### src/rtl/peak_bin_finder.sv
// rtl/peak_bin_finder.sv - scans a re/im spectrum buffer and reports the bin of largest magnitude
module peak_bin_finder #(
  parameter int DATA_W   = 10,
  parameter int N_BINS   = 1024,
  parameter int ADDR_W   = $clog2(2*N_BINS),
  parameter int RD_LAT   = 1,
  parameter int MAG_MODE = 0,
  parameter int MIN_BIN  = 1,
  localparam int MAG_W   = (MAG_MODE != 0) ? 2*DATA_W : DATA_W+1,
  localparam int BIN_W   = $clog2(N_BINS)
) (
  input  logic              clk,
  input  logic              rst_n,
  input  logic              start,
  input  logic              abort,
  input  logic [MAG_W-1:0]  threshold,
  output logic [ADDR_W-1:0] mem_addr,
  output logic              mem_rd_en,
  input  logic [DATA_W-1:0] mem_data,
  output logic              busy,
  output logic              done,
  output logic [BIN_W-1:0]  peak_bin,
  output logic [MAG_W-1:0]  peak_mag,
  output logic              peak_found
);

  typedef enum logic [2:0] {
    S_IDLE, S_ADDR_RE, S_WAIT_RE, S_WAIT_IM, S_MAG, S_CMP, S_FINISH
  } state_t;

  state_t             state_q, state_d;
  logic [BIN_W-1:0]   bin_q, bin_d;
  logic [2:0]         lat_q, lat_d;
  logic [DATA_W-1:0]  re_q, re_d, im_q, im_d;
  logic [MAG_W-1:0]   mag_q, mag_d;
  logic [MAG_W-1:0]   best_mag_q, best_mag_d;
  logic [BIN_W-1:0]   best_bin_q, best_bin_d;
  logic [MAG_W-1:0]   thr_q, thr_d;
  logic [BIN_W-1:0]   peak_bin_q, peak_bin_d;
  logic [MAG_W-1:0]   peak_mag_q, peak_mag_d;
  logic               peak_found_q, peak_found_d;

  logic [DATA_W-1:0]  abs_re, abs_im;
  logic [MAG_W-1:0]   mag_calc;

  // Two's-complement negate of the most negative sample lands exactly on 2^(DATA_W-1) unsigned.
  always_comb begin
    abs_re = re_q[DATA_W-1] ? (~re_q + DATA_W'(1)) : re_q;
    abs_im = im_q[DATA_W-1] ? (~im_q + DATA_W'(1)) : im_q;
    if (MAG_MODE != 0) begin
      mag_calc = MAG_W'(abs_re) * MAG_W'(abs_re) + MAG_W'(abs_im) * MAG_W'(abs_im);
    end else begin
      mag_calc = MAG_W'(abs_re) + MAG_W'(abs_im);
    end
  end

  always_comb begin
    state_d      = state_q;
    bin_d        = bin_q;
    lat_d        = lat_q;
    re_d         = re_q;
    im_d         = im_q;
    mag_d        = mag_q;
    best_mag_d   = best_mag_q;
    best_bin_d   = best_bin_q;
    thr_d        = thr_q;
    peak_bin_d   = peak_bin_q;
    peak_mag_d   = peak_mag_q;
    peak_found_d = peak_found_q;
    mem_addr     = '0;
    mem_rd_en    = 1'b0;

    if (abort && state_q != S_IDLE) begin
      state_d = S_IDLE;
    end else begin
      case (state_q)
        S_IDLE: begin
          if (start && !abort) begin
            state_d    = S_ADDR_RE;
            bin_d      = BIN_W'(MIN_BIN);
            best_mag_d = '0;
            best_bin_d = BIN_W'(MIN_BIN);
            thr_d      = threshold;
          end
        end
        S_ADDR_RE: begin
          mem_addr  = ADDR_W'({1'b0, bin_q});
          mem_rd_en = 1'b1;
          lat_d     = 3'd1;
          state_d   = S_WAIT_RE;
        end
        S_WAIT_RE: begin
          // Real part arrives in the same cycle the imaginary read is issued.
          if (lat_q == 3'(RD_LAT)) begin
            re_d      = mem_data;
            mem_addr  = ADDR_W'({1'b1, bin_q});
            mem_rd_en = 1'b1;
            lat_d     = 3'd1;
            state_d   = S_WAIT_IM;
          end else begin
            lat_d = lat_q + 3'd1;
          end
        end
        S_WAIT_IM: begin
          if (lat_q == 3'(RD_LAT)) begin
            im_d    = mem_data;
            state_d = S_MAG;
          end else begin
            lat_d = lat_q + 3'd1;
          end
        end
        S_MAG: begin
          mag_d   = mag_calc;
          state_d = S_CMP;
        end
        S_CMP: begin
          if (mag_q > best_mag_q) begin
            best_mag_d = mag_q;
            best_bin_d = bin_q;
          end
          if (bin_q == BIN_W'(N_BINS-1)) begin
            peak_bin_d   = best_bin_d;
            peak_mag_d   = best_mag_d;
            peak_found_d = (best_mag_d >= thr_q) && (best_mag_d != '0);
            state_d      = S_FINISH;
          end else begin
            bin_d   = bin_q + BIN_W'(1);
            state_d = S_ADDR_RE;
          end
        end
        S_FINISH: state_d = S_IDLE;
        default:  state_d = S_IDLE;
      endcase
    end
  end

  always_ff @(posedge clk or negedge rst_n) begin
    if (!rst_n) begin
      state_q      <= S_IDLE;
      bin_q        <= '0;
      lat_q        <= '0;
      re_q         <= '0;
      im_q         <= '0;
      mag_q        <= '0;
      best_mag_q   <= '0;
      best_bin_q   <= '0;
      thr_q        <= '0;
      peak_bin_q   <= '0;
      peak_mag_q   <= '0;
      peak_found_q <= 1'b0;
    end else begin
      state_q      <= state_d;
      bin_q        <= bin_d;
      lat_q        <= lat_d;
      re_q         <= re_d;
      im_q         <= im_d;
      mag_q        <= mag_d;
      best_mag_q   <= best_mag_d;
      best_bin_q   <= best_bin_d;
      thr_q        <= thr_d;
      peak_bin_q   <= peak_bin_d;
      peak_mag_q   <= peak_mag_d;
      peak_found_q <= peak_found_d;
    end
  end

  assign busy       = (state_q != S_IDLE) && (state_q != S_FINISH);
  assign done       = (state_q == S_FINISH);
  assign peak_bin   = peak_bin_q;
  assign peak_mag   = peak_mag_q;
  assign peak_found = peak_found_q;

endmodule

### config.mk
export PLATFORM = sky130hd
export DESIGN_NAME = peak_bin_finder
export DESIGN_NICKNAME = d
export VERILOG_FILES = /design/src/rtl/peak_bin_finder.sv
export SDC_FILE = /design/constraint.sdc
export NUM_CORES = 1
export LEC_CHECK = 0
export ABC_AREA = 1
export CAP_MARGIN = 20
export CORE_ASPECT_RATIO = 0.8
export CORE_MARGIN = 8
export CORE_UTILIZATION = 54
export CTS_BUF_LIST = sky130_fd_sc_hd__clkbuf_2
export DETAILED_ROUTE_END_ITERATION = 16
export PLACE_DENSITY = 0.73
export SYNTH_ARGS = -nofsm -noshare
export SYNTH_HDL_FRONTEND = slang
export SYNTH_SLANG_ARGS = --single-unit
### constraint.sdc
create_clock -name clk -period 3.35 [get_ports clk]
set_clock_uncertainty 0.15 [all_clocks]
set_input_delay 0.67 -clock clk [delete_from_list [all_inputs] [get_ports clk]]
set_output_delay 0.67 -clock clk [all_outputs]
set_load 0.005 [all_outputs]
==> results by group, run 1 <==
Setup path
  – Required @ worst endpoint: ~2500 ps
  – Setup crit end kind: output port
  – Crit path arrival time: roughly 2400 ps
  – Crit Path Class: reg2out
  – Startpoint Class: register
  – Worst-path fanout max: 3

Job
  – Max cap viols: 0

Detailed routing
  – Via/cell ratio: 5.24
  – First DRT Iteration DRCs: 387
  – Residual DRC count: 0
  – DR WL/cell: 14.1 um
  – DRT Wirelength: 13.4 mm
  – Pre-Repair DR Iteration Count: 5
  – Antenna Nets Post-Route: 0
  – Via count: between 4000 and 5000

Place
  – Dpl ws: -63.8 ps
  – Hpwl dp: ~10 mm
  – Placed cell count: between 900 and 1000
  – Cell Area, Placed: approximately 0.0067 sq mm
  – Port Buffers: 60
  – Routability cong.: 0.890

Floorplan
  – I/O pin cnt: a little over 60
  – DIE WIDTH: around 130 um
  – Initial core utilization: 0.550
  – Area of the die: roughly 0.015 sq mm
  – Core area: 0.0108 sq mm
  – Row Count: 34
  – Die span in y: roughly 110 um

Power and ir drop
  – Static leakage power: around 3.5 nW
  – Tot Pwr: between 6 and 7 mW
  – Peak VDD IR: between 400 and 500 uV
  – Power Density: a little under 1000 mW/mm^2

Synth
  – Top post-synthesis cells by count: nand2_1 (165), inv_1 (114), dfrtp_1 (101)
  – Average cell area after synthesis: ~8.1 sq um
  – Post-Syn Instances: between 700 and 800
  – Synth warnings: 0
  – Area leader, netlist: dfrtp_1
  – Synth top area share: 0.425
  – Post-synth top flop: dfrtp_1
  – Top post-synthesis cells by area: dfrtp_1 (43%), nand2_1 (10%), ha_1 (7.8%), inv_1 (7.2%), o21ai_0 (5.7%)
  – Synth unique cells: 44
  – FFs w/ async S/R, synth: 1.00
  – Number of synthesized register bits: between 100 and 150
  – Mapped cell area: between 0.005 and 0.006 sq mm
  – Most frequent cell after synthesis: nand2_1
  – Synthesized Nets: ~800
  – Register area share after synthesis: 0.425
  – Post-synth EDFFs: 0

Clock tree
  – Inserted Clock Buffers: 9
  – Clk pin slew, worst setup/hold paths: ~260 ps
  – Worst-Skew Late Latency: 580 ps
  – CTS sink count: just over 100
  – H-tree depth: 3
  – CTS Root Cell: clkbuf_2
  – Max Buffers Root-to-Sink: 2
  – CTS tree: done

STA
  – Fmax: 316 MHz
  – Final setup TNS: 0 ps
  – Relative slew slack: 0.550
  – Worst Tran Pin Value: 675 ps
  – Fin. Hold Viols: 0
  – Tmin final: around 3200 ps
  – # setup viols final: 0
  – Final Slew Violations: 0
  – Final WS setup: roughly 180 ps
  – Period utilization: 0.945
  – Final hold slack: 367 ps

Finish
  – Fin area: ~0.0069 sq mm
  – Multi-input gate area: about 0.0029 sq mm
  – ANT cells: 0
  – Fill cells: 956
  – Layout Cells excl Fill: between 900 and 1000
  – Area delta synth->final: 16.6%
  – Final core area utilization: 0.641
  – Register area: about 0.0025 sq mm
  – Final nets: slightly below 900
  – Share of layout cells above drive strength 1: 0.120

GRT
  – M2 GR Usage: 0.311
  – First-pass GRT wire length: approximately 23 mm
  – Vias in the first global route: about 4900
  – Met3 usage: 0.0548
  – Largest net degree at the start of global routing: 53
  – Gr busiest metal: met2
  – Overflow after GRT: 0
  – GR Util All Layers: 0.192
  – Met1 usage in global routing: 0.255
  – Antenna violations before repair: 0

Hold path
  – Hold Crit Class: reg2reg

Outcome
  – Status: completed
[registers in the layout (all words and copies together), names as in the netlist]
name        flops
bin_q          10
best_mag_q     11
state_q         3
best_bin_q     10
peak_mag       11
mag_q          11
peak_found      1
lat_q           3
re_q           10
im_q           10
peak_bin       10
thr_q          11
[worst paths after layout]
| kind | from | to | slack, ps | cells past startpoint |
|---|---|---|---|---|
| max in group asynchronous | rst_n | peak_mag[0] | 1880 | 3 |
| max reg2reg | mag_q[8] | peak_found | 290 | 18 |
| min in group asynchronous | rst_n | mag_q[6] | 450 | 2 |
| min | peak_bin[0] | peak_bin[0] | 370 | 2 |
| min reg2reg | peak_bin[0] | peak_bin[0] | 370 | 2 |
| max | state_q[1] | mem_rd_en | 180 | 9 |
[power by group]
| part | switching (mW) | internal [mW] | total, mW |
|---|---|---|---|
| Clock | 0.415 | 0.167 | 0.582 |
| Sequential | 0.271 | 1.54 | 1.81 |
| Combinational | 2.70 | 1.67 | 4.37 |
[final cells by class]
type,instances,area share
clock buffers,9,0.00650
clock inverters,7,0.00958
inverters,123,0.0674
multi-input cells,491,0.414
flip-flops and latches,101,0.365
well taps,144,0.0260
repair buffers,77,0.110
repair inverters,1,0.000903
[layer usage]
metal  wire length, um  vias up
li1                  -     2515
met1              6350     2370
met2              6330       99
met3               665       12
met4                90        0
met5                 0        -
[what timing repair did]
item                                    4_1_cts  5_1_grt
setup buffers                                 3        3
endpoints found under the setup margin       10       12
hold endpoints to repair                     51        0
hold buffers                                  1        0
gates cloned                                  1        0
gates resized for setup                       7       22
pin swaps                                     1        1
[cells by family (layout without fill, tap and decap cells)]
logic type / after synthesis / after routing / share of synthesized area
compound gates: 146 / 146 / 0.147
xor+xnor: 23 / 23 / 0.0339
fa+ha+maj: 38 / 38 / 0.0813
buf+inv: 144 / 217 / 0.100
flops: 101 / 101 / 0.425
simple gates: 284 / 284 / 0.212
[cells in the final DEF (no fill, tap or decap), types with 4 or more instances in the layout]
cell             count
nand2_1            162
inv_1              114
dfrtp_1             99
o21ai_0             67
clkdlybuf4s50_1     49
nor2_1              46
ha_1                37
o22ai_1             22
nand3_1             20
o21ai_2             19
a21oi_1             18
nand2_2             17
buf_4               16
xor2_1              15
clkbuf_2             9
dlymetal6s2s_1       9
xnor2_1              8
nor3_1               8
inv_2                7
nor2_4               7
nand4_1              5
nand3b_1             5
o31ai_1              4
o21ai_1              4
[critical path, stage by stage (launching register included)]
cell             delay [ps]
dfrtp_1                 470
inv_1                   140
nor2_4                   60
inv_1                    80
nor2_1                   60
inv_1                   100
nand2_2                  90
nor2_4                  150
buf_4                   140
clkdlybuf4s50_1         490
No activity file was read; power rests on OpenSTA's default activity.
==> inputs of run 2 (changes only) <==
--- a/config.mk
+++ b/config.mk
@@ -13,6 +13,7 @@
 export CTS_BUF_LIST = sky130_fd_sc_hd__clkbuf_2
 export DETAILED_ROUTE_END_ITERATION = 16
 export PLACE_DENSITY = 0.73
+export SLEW_MARGIN = 25
 export SYNTH_ARGS = -nofsm -noshare
 export SYNTH_HDL_FRONTEND = slang
 export SYNTH_SLANG_ARGS = --single-unit
==> results of run 2 <==
The final DEF is identical to that of run 1; final timing and power are the same.
==> inputs of run 3 (changes only) <==
--- a/config.mk
+++ b/config.mk
@@ -8,7 +8,7 @@
 export ABC_AREA = 1
 export CAP_MARGIN = 20
 export CORE_ASPECT_RATIO = 0.8
-export CORE_MARGIN = 8
+export CORE_MARGIN = 2
 export CORE_UTILIZATION = 54
 export CTS_BUF_LIST = sky130_fd_sc_hd__clkbuf_2
 export DETAILED_ROUTE_END_ITERATION = 16
==> run 3 against run 2 <==
Final cell count decreased by 0.52%. Highest routed layer unchanged. Worst hold slack lost 3.5 ps. Critical endpoint is now mem_addr[7]. Clock-buffer cell count unchanged. First-iteration DRC count shrank 21%. Combinational power fell by 2%. Sequential cell count is the same. Via count down 1.2%. Die area shrank 19%.
==> results by group, run 3 (synthesis results as in run 1) <==
STA
  – Final WS setup: 157 ps
  – Relative slew slack: 0.520
  – Worst Tran Pin Value: a little over 700 ps
  – Fmax: roughly 310 MHz
  – Final setup TNS: 0 ps
  – Tmin final: approximately 3200 ps
  – Fin. Hold Viols: 0
  – Final Slew Violations: 0
  – Period utilization: 0.953
  – # setup viols final: 0

Place
  – Routability cong.: 0.898
  – Dpl ws: -19.4 ps
  – Hpwl dp: about 9.5 mm
  – Port Buffers: 60

Setup path
  – Reg2reg path depth: 18
  – Worst-path fanout max: 6
  – Startpoint Class: register
  – Top delay family on crit path: buffers and inverters
  – Max incr delay on CP: between 500 and 600 ps
  – Worst-path cell chain: nor3_1 -> inv_1 -> nor2_4 -> inv_4 -> nor2_1 -> clkdlybuf4s50_1
  – Crit-path slowest cell: dfrtp_2
  – Required @ worst endpoint: 2530 ps
  – R2R setup slack: 320 ps
  – FF-to-FF End: peak_found
  – Crit path arrival time: ~2400 ps
  – FF-to-FF Start: mag_q[8]
  – Crit path buf inv count: 3
  – Setup crit end kind: output port
  – Crit Path Class: reg2out

Detailed routing
  – Via/cell ratio: approximately 5.2
  – Antenna Nets Post-Route: 0
  – Via count: about 4900
  – Pre-Repair DR Iteration Count: 5
  – DR WL/cell: approximately 13 um
  – First DRT Iteration DRCs: 304
  – Residual DRC count: 0
  – DRT Wirelength: roughly 13 mm

GRT
  – Antenna violations before repair: 0
  – GR Util All Layers: 0.233
  – Largest net degree at the start of global routing: 57
  – First-pass GRT wire length: ~22 mm
  – Vias in the first global route: 4861
  – Overflow after GRT: 0

Clock tree
  – CTS sink count: approximately 100
  – Worst-Skew Late Latency: about 580 ps
  – H-tree depth: 3
  – Max Buffers Root-to-Sink: 2
  – Clk pin slew, worst setup/hold paths: approximately 260 ps
  – Inserted Clock Buffers: 9
  – CTS Root Cell: clkbuf_2
  – CTS tree: done

Hold path
  – Hold Crit Class: reg2reg
  – Hold EP: peak_bin[0]
  – Min-delay src: peak_bin[0]
  – WHS Path Cells: 2

Finish
  – Area delta synth->final: 15.6%
  – Most frequent cells in the layout: nand2_1 (162), inv_1 (114), dfrtp_1 (99)
  – Final core area utilization: 0.636
  – Most common cell after layout, fill and taps aside: nand2_1
  – ANT cells: 0
  – Final nets: ~860
  – Fill cells: 947
  – Share of layout cells above drive strength 1: 0.114

Floorplan
  – DIE WIDTH: roughly 120 um
  – I/O pin cnt: just over 60
  – Area of the die: approximately 0.012 sq mm
  – Core area: approximately 0.011 sq mm
  – Initial core utilization: 0.550
  – Row Count: 34
  – Die span in y: roughly 98 um

Power and ir drop
  – Peak VDD IR: slightly below 500 uV
  – Tot Pwr: 6.70 mW
  – Power Density: a little under 1000 mW/mm^2
  – Static leakage power: 3.37 nW

Outcome
  – Status: completed

Job
  – Max cap viols: 0
[run 3: cell types whose count changed in the layout (fill, tap and decap cells not counted), sizes merged]
cell | previous run | this run
clkinvlp | 2 | 1
clkinv | 4 | 3
clkdlybuf4s50 | 49 | 57
buf | 17 | 13
dlymetal6s2s | 9 | 2
dlygate4sd2 | 1 | 0
inv | 124 | 125
[run 3: per-stage QoR]
stage	std cells	instance area, sq um	hold WS, ps
final	948	6870	364
after global routing	948	6870	394
after CTS	947	6830	365
after detailed placement	930	6700	313
after global placement	930	6700	307
after floorplan	736	5940	224
[run 3: final cells by class]
type | count | area (sq um) | area share
Sequential cell | 101 | 2530 | 0.368
Multi-Input combinational cell | 491 | 2850 | 0.415
Timing Repair Buffer | 73 | 728 | 0.106
Clock inverter | 6 | 63.8 | 0.00929
Timing Repair inverter | 1 | 6.26 | 0.000911
Clock buffer | 9 | 45.0 | 0.00656
Inverter | 123 | 467 | 0.0679
Tap cell | 144 | 180 | 0.0262
[run 3: how the worst max path moves through the flow]
stage                     slack, ps  cells after the start            to       start
after floorplan                 710                     20    peak_found    mag_q[8]
after global placement           60                      7   mem_addr[5]       abort
after detailed placement        -20                      7   mem_addr[7]       abort
after CTS                        10                      9   mem_addr[7]    lat_q[1]
after global routing            -10                      9  mem_addr[10]  state_q[1]
final                           160                      6   mem_addr[7]  state_q[2]
[run 3: timing repair]
action                                 4_1_cts  5_1_grt
endpoints found under the hold margin       55        0
hold buffers                                 1        0
cloned                                       1        0
gates resized for setup                      4       12
setup endpoints to repair                   10       13
setup buffers                                0        1
[run 3: power by group]
group	internal (mW)	switching, mW	leakage [nW]	total [mW]
Clock	0.169	0.411	0.0658	0.580
Sequential	1.54	0.274	1.28	1.82
Combinational	1.65	2.65	2.03	4.30
Total	3.36	3.34	3.37	6.70
[run 3: routing by layer]
metal / track usage / wire length [um] / vias to the layer above
li1: - / - / 2504
met1: 0.333 / 6220 / 2314
met2: 0.372 / 5950 / 103
met3: 0.0421 / 431 / 14
met4: 0.0575 / 142 / 0
met5: 0 / 0 / -
[run 3: tightest hold or removal path: stages (launching register included)]
cell and delay (ps):
dfrtp_1 410, nand2_1 50, nand2_1 50
